## src/rtl/rocc_pkg.sv

```systemverilog
// rtl/rocc_pkg.sv - shared types for the RoCC command issuer
// Purpose: instruction field struct, issuer state encoding, register-file size.
// Ports: none (package).
package rocc_pkg;

    localparam int XREG_N = 32;

    // Field order matches the RoCC instruction word, msb first.
    typedef struct packed {
        logic [6:0] funct;
        logic [4:0] rs2;
        logic [4:0] rs1;
        logic       xd;
        logic       xs1;
        logic       xs2;
        logic [4:0] rd;
        logic [6:0] opcode;
    } rocc_inst_t;

    typedef enum logic [1:0] {
        ST_IDLE  = 2'd0,   // command register empty
        ST_ISSUE = 2'd1,   // command register full, valid held
        ST_FENCE = 2'd2    // draining for a quiesce request
    } issuer_state_e;

endpackage

```

## src/rtl/rocc_scoreboard.sv

```systemverilog
// rtl/rocc_scoreboard.sv - per-register pending-write scoreboard with in-flight counter
// Purpose: tracks which integer registers await an accelerator response, counts
//          in-flight xd commands and flags responses nobody was waiting for.
// Ports:
//   clock, reset          clock, synchronous active-high reset
//   set_en, set_rd        mark rd pending and count one more in-flight command
//   clr_en, clr_rd        response handshake: clear rd, count one fewer
//   sb                    pending bit per register (bit 0 always 0)
//   outstanding           in-flight xd command count
//   err_unexpected_resp   sticky: response with nothing outstanding or rd not pending
module rocc_scoreboard
    import rocc_pkg::*;
#(
    parameter int MAX_OUTS = 4,
    parameter int OUT_W    = $clog2(MAX_OUTS + 1)
) (
    input  logic              clock,
    input  logic              reset,
    input  logic              set_en,
    input  logic [4:0]        set_rd,
    input  logic              clr_en,
    input  logic [4:0]        clr_rd,
    output logic [XREG_N-1:0] sb,
    output logic [OUT_W-1:0]  outstanding,
    output logic              err_unexpected_resp
);

    logic [XREG_N-1:0] sb_next;
    logic [OUT_W-1:0]  cnt_next;
    logic              dec;
    logic              bad_resp;

    // Clear before set: a new command reusing a register wins over a stale response.
    always_comb begin
        sb_next = sb;
        if (clr_en) begin
            sb_next[clr_rd] = 1'b0;
        end
        if (set_en && set_rd != 5'd0) begin
            sb_next[set_rd] = 1'b1;
        end
        sb_next[0] = 1'b0;
    end

    // Decrement saturates at zero so a spurious response cannot wrap the count.
    assign dec      = clr_en && (outstanding != '0);
    assign bad_resp = clr_en && ((outstanding == '0) || (clr_rd != 5'd0 && !sb[clr_rd]));

    always_comb begin
        cnt_next = outstanding;
        case ({set_en, dec})
            2'b10:   cnt_next = outstanding + OUT_W'(1);
            2'b01:   cnt_next = outstanding - OUT_W'(1);
            default: cnt_next = outstanding;
        endcase
    end

    always_ff @(posedge clock) begin
        if (reset) begin
            sb                  <= '0;
            outstanding         <= '0;
            err_unexpected_resp <= 1'b0;
        end else begin
            sb          <= sb_next;
            outstanding <= cnt_next;
            if (bad_resp) begin
                err_unexpected_resp <= 1'b1;
            end
        end
    end

endmodule

```

## src/rtl/rocc_cmd_issuer.sv

```systemverilog
// rtl/rocc_cmd_issuer.sv - core-side RoCC command initiator with scoreboard and fence
// Purpose: accepts decoded custom instructions, issues them on rocc_cmd through a
//          one-entry registered command slot, stalls on register hazards and the
//          in-flight limit, forwards responses to writeback, and runs a quiesce handshake.
// Ports:
//   clock, reset                       clock, synchronous active-high reset
//   req_*                              decoded instruction + operands, valid/ready
//   rocc_cmd_valid/ready, rocc_cmd_bits_*  registered command to the accelerator
//   rocc_resp_*                        accelerator response (ready = wb_ready)
//   rocc_busy                          accelerator still working
//   wb_valid/ready, wb_rd, wb_data     integer writeback pass-through
//   fence_req, fence_done              level quiesce request, 1-cycle done pulse
//   outstanding, err_unexpected_resp   in-flight xd count, sticky error
module rocc_cmd_issuer
    import rocc_pkg::*;
#(
    parameter  int xLen     = 64,
    parameter  int MAX_OUTS = 4,
    localparam int OUT_W    = $clog2(MAX_OUTS + 1)
) (
    input  logic             clock,
    input  logic             reset,
    input  logic             req_valid,
    output logic             req_ready,
    input  logic [6:0]       req_funct,
    input  logic [4:0]       req_rs1,
    input  logic [4:0]       req_rs2,
    input  logic [4:0]       req_rd,
    input  logic             req_xd,
    input  logic             req_xs1,
    input  logic             req_xs2,
    input  logic [6:0]       req_opcode,
    input  logic [xLen-1:0]  req_rs1_data,
    input  logic [xLen-1:0]  req_rs2_data,
    output logic             rocc_cmd_valid,
    input  logic             rocc_cmd_ready,
    output logic [6:0]       rocc_cmd_bits_inst_funct,
    output logic [4:0]       rocc_cmd_bits_inst_rs2,
    output logic [4:0]       rocc_cmd_bits_inst_rs1,
    output logic             rocc_cmd_bits_inst_xd,
    output logic             rocc_cmd_bits_inst_xs1,
    output logic             rocc_cmd_bits_inst_xs2,
    output logic [4:0]       rocc_cmd_bits_inst_rd,
    output logic [6:0]       rocc_cmd_bits_inst_opcode,
    output logic [xLen-1:0]  rocc_cmd_bits_rs1,
    output logic [xLen-1:0]  rocc_cmd_bits_rs2,
    input  logic             rocc_resp_valid,
    output logic             rocc_resp_ready,
    input  logic [4:0]       rocc_resp_bits_rd,
    input  logic [xLen-1:0]  rocc_resp_bits_data,
    input  logic             rocc_busy,
    output logic             wb_valid,
    input  logic             wb_ready,
    output logic [4:0]       wb_rd,
    output logic [xLen-1:0]  wb_data,
    input  logic             fence_req,
    output logic             fence_done,
    output logic [OUT_W-1:0] outstanding,
    output logic             err_unexpected_resp
);

    issuer_state_e     state;
    rocc_inst_t        cmd_inst;
    logic [XREG_N-1:0] sb;
    logic              hazard;
    logic              at_max;
    logic              accept;
    logic              cmd_fire;
    logic              resp_fire;

    // Scoreboard is read from registers only: a response clearing rd this cycle
    // releases a dependent request on the following cycle.
    assign hazard = (req_xs1 && sb[req_rs1]) ||
                    (req_xs2 && sb[req_rs2]) ||
                    (req_xd  && sb[req_rd]);
    assign at_max = (outstanding == OUT_W'(MAX_OUTS));

    // In ISSUE a new request may only replace the held command when it leaves this cycle.
    assign req_ready = !fence_req && (state != ST_FENCE) && !hazard && !(req_xd && at_max) &&
                       ((state == ST_IDLE) || rocc_cmd_ready);

    assign accept    = req_valid && req_ready;
    assign cmd_fire  = rocc_cmd_valid && rocc_cmd_ready;
    assign resp_fire = rocc_resp_valid && wb_ready;

    assign rocc_resp_ready = wb_ready;
    assign wb_valid        = rocc_resp_valid;
    assign wb_rd           = rocc_resp_bits_rd;
    assign wb_data         = rocc_resp_bits_data;

    assign rocc_cmd_bits_inst_funct  = cmd_inst.funct;
    assign rocc_cmd_bits_inst_rs2    = cmd_inst.rs2;
    assign rocc_cmd_bits_inst_rs1    = cmd_inst.rs1;
    assign rocc_cmd_bits_inst_xd     = cmd_inst.xd;
    assign rocc_cmd_bits_inst_xs1    = cmd_inst.xs1;
    assign rocc_cmd_bits_inst_xs2    = cmd_inst.xs2;
    assign rocc_cmd_bits_inst_rd     = cmd_inst.rd;
    assign rocc_cmd_bits_inst_opcode = cmd_inst.opcode;

    always_ff @(posedge clock) begin
        if (reset) begin
            state             <= ST_IDLE;
            rocc_cmd_valid    <= 1'b0;
            cmd_inst          <= '0;
            rocc_cmd_bits_rs1 <= '0;
            rocc_cmd_bits_rs2 <= '0;
            fence_done        <= 1'b0;
        end else begin
            fence_done <= 1'b0;
            if (accept) begin
                cmd_inst          <= '{funct: req_funct, rs2: req_rs2, rs1: req_rs1,
                                       xd: req_xd, xs1: req_xs1, xs2: req_xs2,
                                       rd: req_rd, opcode: req_opcode};
                rocc_cmd_bits_rs1 <= req_rs1_data;
                rocc_cmd_bits_rs2 <= req_rs2_data;
            end
            case (state)
                ST_IDLE: begin
                    if (accept) begin
                        state          <= ST_ISSUE;
                        rocc_cmd_valid <= 1'b1;
                    end else if (fence_req) begin
                        state <= ST_FENCE;
                    end
                end
                ST_ISSUE: begin
                    // A pending fence waits for the held command to leave first.
                    if (cmd_fire && !accept) begin
                        rocc_cmd_valid <= 1'b0;
                        state          <= fence_req ? ST_FENCE : ST_IDLE;
                    end
                end
                ST_FENCE: begin
                    if (outstanding == '0 && !rocc_busy) begin
                        fence_done <= 1'b1;
                        state      <= ST_IDLE;
                    end
                end
                default: begin
                    state          <= ST_IDLE;
                    rocc_cmd_valid <= 1'b0;
                end
            endcase
        end
    end

    rocc_scoreboard #(
        .MAX_OUTS (MAX_OUTS),
        .OUT_W    (OUT_W)
    ) u_scoreboard (
        .clock               (clock),
        .reset               (reset),
        .set_en              (accept && req_xd),
        .set_rd              (req_rd),
        .clr_en              (resp_fire),
        .clr_rd              (rocc_resp_bits_rd),
        .sb                  (sb),
        .outstanding         (outstanding),
        .err_unexpected_resp (err_unexpected_resp)
    );

endmodule

```

## config.mk

```make
export PLATFORM = sky130hd
export DESIGN_NAME = rocc_cmd_issuer
export DESIGN_NICKNAME = d
export VERILOG_FILES = /design/src/rtl/rocc_pkg.sv /design/src/rtl/rocc_scoreboard.sv /design/src/rtl/rocc_cmd_issuer.sv
export SDC_FILE = /design/constraint.sdc
export NUM_CORES = 1
export LEC_CHECK = 0
export BUFFER_PORTS_ARGS = -buffer_cell sky130_fd_sc_hd__buf_4
export CORE_AREA = 4 4 182 184
export CTS_CLUSTER_DIAMETER = 40
export CTS_CLUSTER_SIZE = 28
export DETAILED_ROUTE_END_ITERATION = 10
export DIE_AREA = 0 0 186 188
export SKIP_CTS_REPAIR_TIMING = 1
export SYNTH_ARGS = -nofsm -noshare
export SYNTH_HDL_FRONTEND = slang
export SYNTH_HIERARCHICAL = 1
export SYNTH_SLANG_ARGS = --single-unit
```

## constraint.sdc

```tcl
create_clock -name clock -period 10 [get_ports clock]
set_input_delay 2 -clock clock [delete_from_list [all_inputs] [get_ports clock]]
set_output_delay 2 -clock clock [all_outputs]
set_load 0.005 [all_outputs]
```

==> results of run 1 <==
==> cells in the mapped netlist, types with 3 or more instances <==
cell      number  area, sq um
o21ai_0       34        170.2
buf_2          5        25.02
mux4_2        25        563.0
o22ai_1        3        18.77
dfxtp_1      199         3984
inv_1         12        45.04
nand3b_1       7        52.55
buf_4         75        563.0
nor3b_1        5        37.54
mux4_1         4        105.1
nand2_1       42        157.7
a21oi_1       36        180.2
clkbuf_1      28        105.1
nor2b_1        5        31.28
nand2b_1       6        37.54
nor2_1       173        649.4
nor3_1         5        25.02
mux2i_1      171         1712
and3_1         3        18.77
buf_6         15        168.9
==> per-layer routing <==
metal / track usage [%] / routed length, microns / up-vias / share of wire, %
met5: 0 / 0 / - / 0
met3: 3.860 / 2151 / 46 / 7.7
met1: 18.45 / 11380 / 3475 / 41
li1: - / - / 3510 / -
met2: 25.17 / 13730 / 312 / 49
met4: 5.409 / 561 / 0 / 2.0
==> path summary, 6_finish.rpt <==
path                                       startpoint                           to  slack (ns)  cells past startpoint
worst max-delay path                       req_rs2[0]                    req_ready        3.97                      7
worst min-delay path            rocc_cmd_bits_rs1[62]        rocc_cmd_bits_rs1[62]        0.50                      2
worst min register to register  rocc_cmd_bits_rs1[62]        rocc_cmd_bits_rs1[62]        0.50                      2
worst max register to register    u_scoreboard/sb[11]  u_scoreboard/outstanding[2]        5.82                     13
==> worst max-delay path: cells and delay by family <==
family / cells / cell delay, ns
buffers and inverters: 2 / 0.36
and+or+nand+nor: 2 / 0.43
AOI/OAI and AO/OA: 1 / 0.26
muxes: 2 / 0.98
==> power by group through the flow <==
stage | Clock (mW) | Sequential, mW | Combinational, mW
finish | 0.710 | 0.849 | 0.270
global route | 0.765 | 0.854 | 0.294
CTS | 0.735 | 0.849 | 0.275
detailed placement | 0 | 0.868 | 0.274
global placement | 0 | 0.866 | 0.272
floorplan | 0 | 0.867 | 0.157
==> state kept, by name, summed over array words and instances (netlist names), 2 cells and up <==
| register | cells |
|---|---|
| state | 2 |
| rocc_cmd_bits_inst_rs1 | 5 |
| u_scoreboard/outstanding | 3 |
| u_scoreboard/sb | 31 |
| rocc_cmd_bits_inst_rd | 5 |
| rocc_cmd_bits_rs2 | 64 |
| rocc_cmd_bits_inst_funct | 7 |
| rocc_cmd_bits_inst_opcode | 7 |
| rocc_cmd_bits_rs1 | 64 |
| rocc_cmd_bits_inst_rs2 | 5 |
==> cell type report <==
cell class                 instances  share of cell area [%]
multi-input combinational        560                   34.66
sequential                       199                   33.55
clock buffer                      18                   3.614
clock inverter                    14                   1.391
tap                              402                   4.236
timing repair buffer             348                   22.14
inverter                          13                  0.4110
==> kinds of logic after synthesis <==
group	share of synthesized area, %
AND/OR/NAND/NOR	12.42
XOR/XNOR	0.1944
multiplexers	26.65
other	0.04160
adder cells (fa/ha/maj)	0.3609
flip-flops	44.20
buffers and inverters	10.19
AO/OA/AOI/OAI	5.941
==> through the flow <==
step           power (mW)  hold WS [ns]
2_1_floorplan       1.024        0.4782
3_3_place_gp        1.138        0.4749
3_5_place_dp        1.141        0.4858
4_1_cts             1.859        0.5029
5_1_grt             1.913        0.5197
6_report            1.829        0.4965
==> results by group, run 1 <==
Drt
  • DR vias/cell: 4.725
  • Drt pass-1 iters: 5
  • Initial drt markers: 426
  • Antenna violation net count after detailed routing: 0
  • Remaining DRCs: 0
  • Routed len/inst: 17.90 microns
  • Via count: 7343
  • Final WL: 27.82 mm

Clock tree
  • Clk buf depth: 2
  • Htree depth: 4
  • CTS Root Cell: clkbuf_16
  • Clock sinks: 199
  • Clk slew on worst S/H paths: 0.07 ns
  • TritonCTS clock tree: done
  • Total CTS buffers: 17
  • Insertion delay to the later sink of the worst-skew pair: 0.45 ns

Finish
  • Layout cell share with drive strength beyond 1: 35.76%
  • Number of fill cells: 3156
  • Final #Nets: 1378
  • Area of the multi-input gates: 4115 sq um
  • ANT cells: 0
  • FF+latch area: 3984 sq um
  • Commonest non-fill, non-tap cell in the layout: buf_4
  • Finished Layout Cells: 1554
  • Final cell area excluding filler cells: 11870 sq um
  • Area Growth Syn to Fin: 31.73%
  • Fin util: 37.82%
  • Commonest cells after routing, fill and taps aside: 346 x buf_4, 199 x dfxtp_1, 173 x nor2_1

Placement
  • Place WS: 3.969 ns
  • GPL Wtd Cong: 0.8391
  • Post-DP Area: 11280 sq um
  • DP Cell Count: 1522
  • Port buffer count: 346
  • Dpl hpwl: 20.25 mm

Synthesis
  • Post-synthesis sequential area ratio: 44.20%
  • Yosys warning count: 6
  • Synth Flop Type: dfxtp_1
  • Mapped cell area: 9014 sq um
  • Flops & latches, synth: 199
  • Post-synth ARST share: 0%
  • Post-synth EDFFs: 0
  • Yosys cell types: 52
  • Syn avg cell area: 10.05 sq um
  • Mapped Cells: 897
  • Syn nets: 1136

Floorplanning
  • # rows: 65
  • I/O pins: 475
  • Die area: 34970 sq um
  • Die Ht: 188 microns
  • Die W: 186 microns
  • Core area: 31390 sq um
  • Initial Utilization: 28.71%

Setup path
  • CP Launch Type: primary input
  • WS Path Type: primary input to output port
  • Nature of the critical path endpoint: output port
  • Critical Path Max Stage Delay: 0.51 ns
  • Slowest stage cell, crit path: mux4_2
  • Critical path fanouts, max: 10
  • CP required: 8.00 ns
  • Worst path cell trace: buf_4 -> mux4_2 -> mux4_2 -> or2_0 -> a32o_1 -> nor4_1 -> buf_4
  • Critical path arrival: 4.03 ns

STA
  • Worst Skew: 0.01336 ns
  • Final period util: 60.33%
  • Count of pins over their slew limit: 0
  • PnR worst setup slack: 3.967 ns
  • Final min period: 6.033 ns
  • Final Setup Violations: 0
  • Worst-Margin Slew: 0.9497 ns
  • Rel. slew slack: 36.69%
  • Fmax: 0.1658 GHz
  • Setup TNS: 0 ns
  • Final hold vios: 0
  • RSZ-0062 raised after global routing: no

Flow run
  • Max_cap viols: 0

Global routing
  • Initial antenna violation count: 1
  • Pin count of the biggest net entering global routing: 126
  • GRT Total Usage: 14.98%
  • First-pass GRT wire length: 40.76 mm
  • Gr ovfl total: 0
  • Number of global-route vias before repair: 7027

Power
  • Clock Power Share: 38.8%
  • Internal: 1.352 mW
  • Switching share of power: 26.06%
  • Pwr per Cell Area: 154.0 nW/um^2
  • Psw: 0.4766 mW
  • Comb power frac: 14.7%
  • Max IR drop VDD: 0.0001119 V
  • Register share of total power: 46.4%
  • Leak: 6.017 nW

Status
  • Status: completed

Worst hold path
  • Worst min-delay path class: flop to flop
Note: power is estimated with default switching activity, not from simulation.
==> inputs of run 2 (changes only) <==
Settings changed: CORE_AREA 4 4 182 184 to 4 4 183 185, DIE_AREA 0 0 186 188 to 0 0 187 189.
Clock period 10 ns to 4.95 ns, I/O delays scaled along.
==> results by group, run 2 (synthesis gave the netlist of run 1 again) <==
Setup path
  • CP Launch Type: primary input
  • Critical Path Max Stage Delay: 0.55 ns
  • Slowest stage cell, crit path: buf_4
  • Critical path arrival: 4.56 ns
  • Critical path fanouts, max: 105
  • CP required: 5.24 ns
  • Worst path cell trace: buf_4 -> mux4_2 -> mux4_2 -> or2_0 -> a32o_1 -> or4_4 -> buf_12 -> buf_4 -> mux2i_1 -> nor2_1
  • Worst path top cell family by delay: multiplexers
  • Nature of the critical path endpoint: flop
  • WS Path Type: primary input to flop
  • Buf/Inv on CP: 3

Clock tree
  • Total CTS buffers: 17
  • Clk buf depth: 2
  • TritonCTS clock tree: done
  • CTS Root Cell: clkbuf_16
  • Htree depth: 4
  • Insertion delay to the later sink of the worst-skew pair: 0.44 ns
  • Clk slew on worst S/H paths: 0.08 ns
  • Clock sinks: 199

Power
  • Comb power frac: 14.9%
  • Max IR drop VDD: 0.0002304 V
  • Tot Pwr: 3.708 mW
  • Clock Power Share: 38.8%
  • Psw: 0.9999 mW
  • Leak: 6.051 nW
  • Register share of total power: 46.3%
  • Switching share of power: 26.97%
  • Internal: 2.708 mW
  • Pwr per Cell Area: 310.9 nW/um^2

Drt
  • M1 WL: 12.22 mm
  • Met2 Routed Length: 13.97 mm
  • Routed len/inst: 18.47 microns
  • Initial drt markers: 397
  • Antenna violation net count after detailed routing: 0
  • Final WL: 28.90 mm
  • Remaining DRCs: 0
  • DR vias/cell: 4.715
  • Met3 routed WL: 2.014 mm
  • Drt pass-1 iters: 5
  • Via count: 7379
  • Highest Signal Layer: met4

Finish
  • Layout cell share with drive strength beyond 1: 36.13%
  • Final #Nets: 1383
  • Area Growth Syn to Fin: 32.31%
  • ANT cells: 0
  • Commonest non-fill, non-tap cell in the layout: buf_4
  • Largest regs: rocc_cmd_bits_rs1: 64 flops, rocc_cmd_bits_rs2: 64 flops, u_scoreboard/sb: 31 flops
  • Commonest cells after routing, fill and taps aside: 351 x buf_4, 199 x dfxtp_1, 173 x nor2_1
  • Finished Layout Cells: 1565

Placement
  • Dpl hpwl: 21.04 mm
  • GPL Wtd Cong: 0.7922
  • DP Cell Count: 1533
  • Port buffer count: 346

STA
  • Rel. slew slack: 29.21%
  • Final min period: 4.277 ns
  • Final Setup Violations: 0
  • WHS: 0.4978 ns
  • Worst-Margin Slew: 1.062 ns
  • Count of pins over their slew limit: 0
  • RSZ-0062 raised after global routing: no
  • Final hold vios: 0
  • Fmax: 0.2338 GHz
  • Setup TNS: 0 ns
  • Final period util: 86.40%
  • Worst Skew: 0.02029 ns

Floorplanning
  • # rows: 66
  • Core area: 32040 sq um
  • Die W: 187 microns
  • Die area: 35340 sq um
  • Die Ht: 189 microns
  • I/O pins: 475
  • Initial Utilization: 28.13%

Status
  • Status: completed

Global routing
  • Pin count of the biggest net entering global routing: 127
  • First-pass GRT wire length: 43.87 mm
  • Gr ovfl total: 0
  • Initial antenna violation count: 0
  • GRT Total Usage: 15.68%
  • Number of global-route vias before repair: 7300

Worst hold path
  • Worst min-delay path class: flop to flop

Flow run
  • Max_cap viols: 0
==> run 2: changes by cell type in the layout (fill, tap and decap cells not counted), moves of 2 or more <==
cell	previous run	this run
inv_6	1	3
clkinv_8	0	2
clkinvlp_4	2	0
buf_4	346	351
==> run 2: worst reg2reg max path: stages (launching register included) <==
cell	delay, ns
dfxtp_1	0.43
mux2i_1	0.11
mux4_2	0.45
a221oi_1	0.25
a21boi_0	0.29
or4_4	0.20
buf_12	0.51
buf_4	1.06
mux2i_1	0.36
nor2_1	0.06
==> run 2: worst paths after layout <==
| kind | from | to | slack [ns] | cells past startpoint |
|---|---|---|---|---|
| setup reg to reg | u_scoreboard/sb[2] | rocc_cmd_bits_rs2[38] | 1.06 | 9 |
| setup / recovery | req_rs2[0] | rocc_cmd_bits_rs2[38] | 0.67 | 10 |
| hold / removal | rocc_cmd_bits_inst_opcode[0] | rocc_cmd_bits_inst_opcode[0] | 0.50 | 2 |
| hold reg to reg | rocc_cmd_bits_inst_opcode[0] | rocc_cmd_bits_inst_opcode[0] | 0.50 | 2 |
==> run 2: metrics by stage <==
step	util, %	worst slack, ns	instance area, sq um
detailed placement	35.34	0.3037	11320
global route	37.22	0.4599	11930
finish	37.22	0.6732	11930
floorplan	-	0.2724	9014
CTS	37.22	0.7403	11930
global placement	35.34	0.3813	11320
==> run 2: cell type report <==
cell class,instances,area (sq um)
clock buffer,18,439.2
clock inverter,14,162.7
fill,3238,20110
inverter,13,48.80
multi-input combinational,560,4115
sequential,199,3984
tap,408,510.5
timing repair buffer,353,2666
==> run 2: power by group through the flow <==
| stage | clock network, mW | registers [mW] | logic, mW |
|---|---|---|---|
| after floorplan | 0 | 1.75 | 0.317 |
| after global placement | 0 | 1.75 | 0.554 |
| after global routing | 1.55 | 1.73 | 0.603 |
| after CTS | 1.49 | 1.72 | 0.562 |
| after detailed placement | 0 | 1.75 | 0.561 |
| final | 1.44 | 1.72 | 0.554 |
==> run 2: metal layers <==
layer | track usage, % | up-vias
met4 | 5.631 | 0
met3 | 4.996 | 42
met5 | 0 | -
met2 | 25.36 | 290
li1 | - | 3504
met1 | 19.79 | 3543
==> inputs of run 3 (changes only) <==
Settings changed: ABC_AREA set to 1.
==> results by group, run 3 <==
Floorplanning
  • Die Ht: 189 microns
  • # rows: 66
  • Initial Utilization: 28.29%
  • Die area: 35340 sq um
  • Core area: 32040 sq um
  • I/O pins: 475
  • Die W: 187 microns

Finish
  • Layout cell share with drive strength beyond 1: 25.45%
  • Area Growth Syn to Fin: 30.96%
  • FF+latch area: 3984 sq um
  • Commonest cells after routing, fill and taps aside: 506 x nand2_1, 350 x buf_4, 201 x a21oi_1
  • Fin util: 37.05%
  • Final #Nets: 1772
  • Final cell area excluding filler cells: 11870 sq um
  • Commonest non-fill, non-tap cell in the layout: nand2_1
  • Number of fill cells: 3357
  • Largest regs: rocc_cmd_bits_rs1: 64 flops, rocc_cmd_bits_rs2: 64 flops, u_scoreboard/sb: 31 flops
  • Area of the multi-input gates: 3940 sq um
  • ANT cells: 0

STA
  • Count of pins over their slew limit: 0
  • RSZ-0062 raised after global routing: no
  • Final min period: 3.430 ns
  • Rel. slew slack: 36.75%
  • Worst-Margin Slew: 0.9487 ns
  • Final period util: 69.28%
  • Final Setup Violations: 0
  • Fmax: 0.2916 GHz
  • Setup TNS: 0 ns
  • Worst Skew: 0.01413 ns
  • Final hold vios: 0

Global routing
  • First-pass GRT wire length: 51.72 mm
  • Number of global-route vias before repair: 8767
  • Initial antenna violation count: 1
  • Gr ovfl total: 0
  • Pin count of the biggest net entering global routing: 173
  • GRT Total Usage: 18.57%

Drt
  • DR vias/cell: 4.833
  • Antenna violation net count after detailed routing: 0
  • Drt pass-1 iters: 7
  • Via count: 9434
  • Remaining DRCs: 0
  • Final WL: 34.60 mm
  • Initial drt markers: 632
  • Routed len/inst: 17.73 microns

Power
  • Clock Power Share: 37.3%
  • Comb power frac: 15.3%
  • Switching share of power: 27.90%
  • Pwr per Cell Area: 304.8 nW/um^2
  • Leak: 5.041 nW
  • Internal: 2.609 mW
  • Register share of total power: 47.4%
  • Max IR drop VDD: 0.0002321 V
  • Psw: 1.009 mW

Synthesis
  • Top cells by area, synth: dfxtp_1 44%, nand2_1 21%, a21oi_1 11%
  • Mapped Cells: 1307
  • Post-synth top area share: 43.95%
  • Cell taking the most area after synthesis: dfxtp_1
  • Mapped cell area: 9065 sq um
  • Post-synth ARST share: 0%
  • Syn nets: 1546
  • Most frequent cell after synthesis: nand2_1
  • Yosys warning count: 6
  • Synth Flop Type: dfxtp_1
  • Syn avg cell area: 6.936 sq um
  • Synth cell count leaders: 506 x nand2_1, 201 x a21oi_1, 199 x dfxtp_1, 89 x buf_4, 70 x nand3_1
  • Post-synthesis sequential area ratio: 43.95%
  • Yosys cell types: 28
  • Post-synth EDFFs: 0
  • Flops & latches, synth: 199

Clock tree
  • Clk buf depth: 2
  • CTS Root Cell: clkbuf_16
  • Insertion delay to the later sink of the worst-skew pair: 0.44 ns
  • Htree depth: 4
  • Total CTS buffers: 17
  • TritonCTS clock tree: done
  • Clock sinks: 199
  • Clk slew on worst S/H paths: 0.06 ns

Setup path
  • Critical path fanouts, max: 17
  • Slowest stage cell, crit path: buf_4
  • CP Launch Type: primary input
  • Critical path arrival: 2.44 ns
  • Worst path cell trace: buf_4 -> inv_2 -> nand2_1 -> nand3_1 -> nand3_1 -> nand2_1 -> nand2_1 -> nand3_1 -> nand3_1 -> nand2_1 -> nor2_2 -> and2_1 -> buf_4
  • Reg2Reg Capture Point: u_scoreboard/outstanding[2]
  • Worst R2R Start: u_scoreboard/sb[28]
  • CP required: 3.96 ns
  • Nature of the critical path endpoint: output port
  • WS Path Type: primary input to output port
  • Worst r2r path cells: 21
  • Reg2Reg Setup Slack: 2.03 ns
  • Critical Path Max Stage Delay: 0.18 ns

Worst hold path
  • Worst min-delay path class: flop to flop
  • Hold depth: 2
  • Hold path endpoint: rocc_cmd_bits_rs2[36]
  • HP Start: rocc_cmd_bits_rs2[36]

Placement
  • GPL Wtd Cong: 0.9220
  • Dpl hpwl: 24.88 mm
  • Post-DP Area: 11320 sq um
  • Port buffer count: 346

Flow run
  • Max_cap viols: 0

Status
  • Status: completed
==> run 3: cell count changes after synthesis, sizes merged, moves of 29 or more <==
cell	previous run	this run
nand2	42	506
mux2i	171	0
a21oi	36	202
nor2	173	32
nand3	2	71
inv	12	53
mux4	29	0
==> run 3: area by class of cell <==
type                    instances  share of cell area, %
flip-flops and latches        199                  33.56
multi-input cells             908                  33.19
repair buffers                353                  22.57
well taps                     408                  4.300
clock buffers                  19                  3.815
inverters                      54                  1.771
clock inverters                11                 0.8010
==> run 3: cells by family (layout without fill, tap and decap cells) <==
group | Yosys count | in the layout | synth area share [%]
fa+ha+maj | 2 | 2 | 0.3589
buf+inv | 200 | 437 | 12.67
flops | 199 | 199 | 43.95
compound gates | 271 | 271 | 15.22
simple gates | 634 | 634 | 27.76
other cells | 1 | 1 | 0.04137
==> run 3: how the worst max path moves through the flow <==
stage / from / to / slack (ns) / depth (start not counted)
floorplan: req_rs2[0] / u_scoreboard/outstanding[2] / 1.32 / 26
global placement: req_rs1[1] / u_scoreboard/outstanding[2] / 1.22 / 22
detailed placement: req_rs1[0] / u_scoreboard/outstanding[1] / 1.13 / 20
CTS: req_rs1[0] / req_ready / 1.52 / 13
global route: req_rs2[0] / u_scoreboard/outstanding[2] / 1.26 / 23
finish: req_rs1[0] / req_ready / 1.52 / 13
==> run 3: worst max-delay path: cells and delay by family <==
| family | cells | cell delay (ns) |
|---|---|---|
| simple gates | 10 | 1.00 |
| buf+inv | 3 | 0.46 |
==> run 3: layer usage <==
layer / up-vias / share of wire (%) / global-route usage [%]
met5: - / 0.29 / 2.198
met4: 4 / 2.7 / 6.826
met3: 60 / 9.9 / 7.061
met2: 481 / 44 / 27.80
met1: 4288 / 43 / 24.27
li1: 4601 / - / -
==> run 3: power groups by stage <==
stage	Combinational, mW	Clock (mW)	Sequential [mW]
floorplan	0.304	0	1.75
global placement	0.556	0	1.75
detailed placement	0.559	0	1.75
CTS	0.561	1.40	1.72
global route	0.614	1.45	1.72
finish	0.555	1.35	1.72
==> run 3: metrics by stage <==
stage / worst slack (ns) / hold slack (ns) / power, mW / instances
finish: 1.520 / 0.4656 / 3.618 / 1952
global route: 1.257 / 0.4779 / 3.793 / 1952
CTS: 1.524 / 0.4673 / 3.677 / 1952
detailed placement: 1.133 / 0.4527 / 2.311 / 1922
global placement: 1.220 / 0.4516 / 2.307 / 1922
floorplan: 1.324 / 0.4564 / 2.056 / 1307
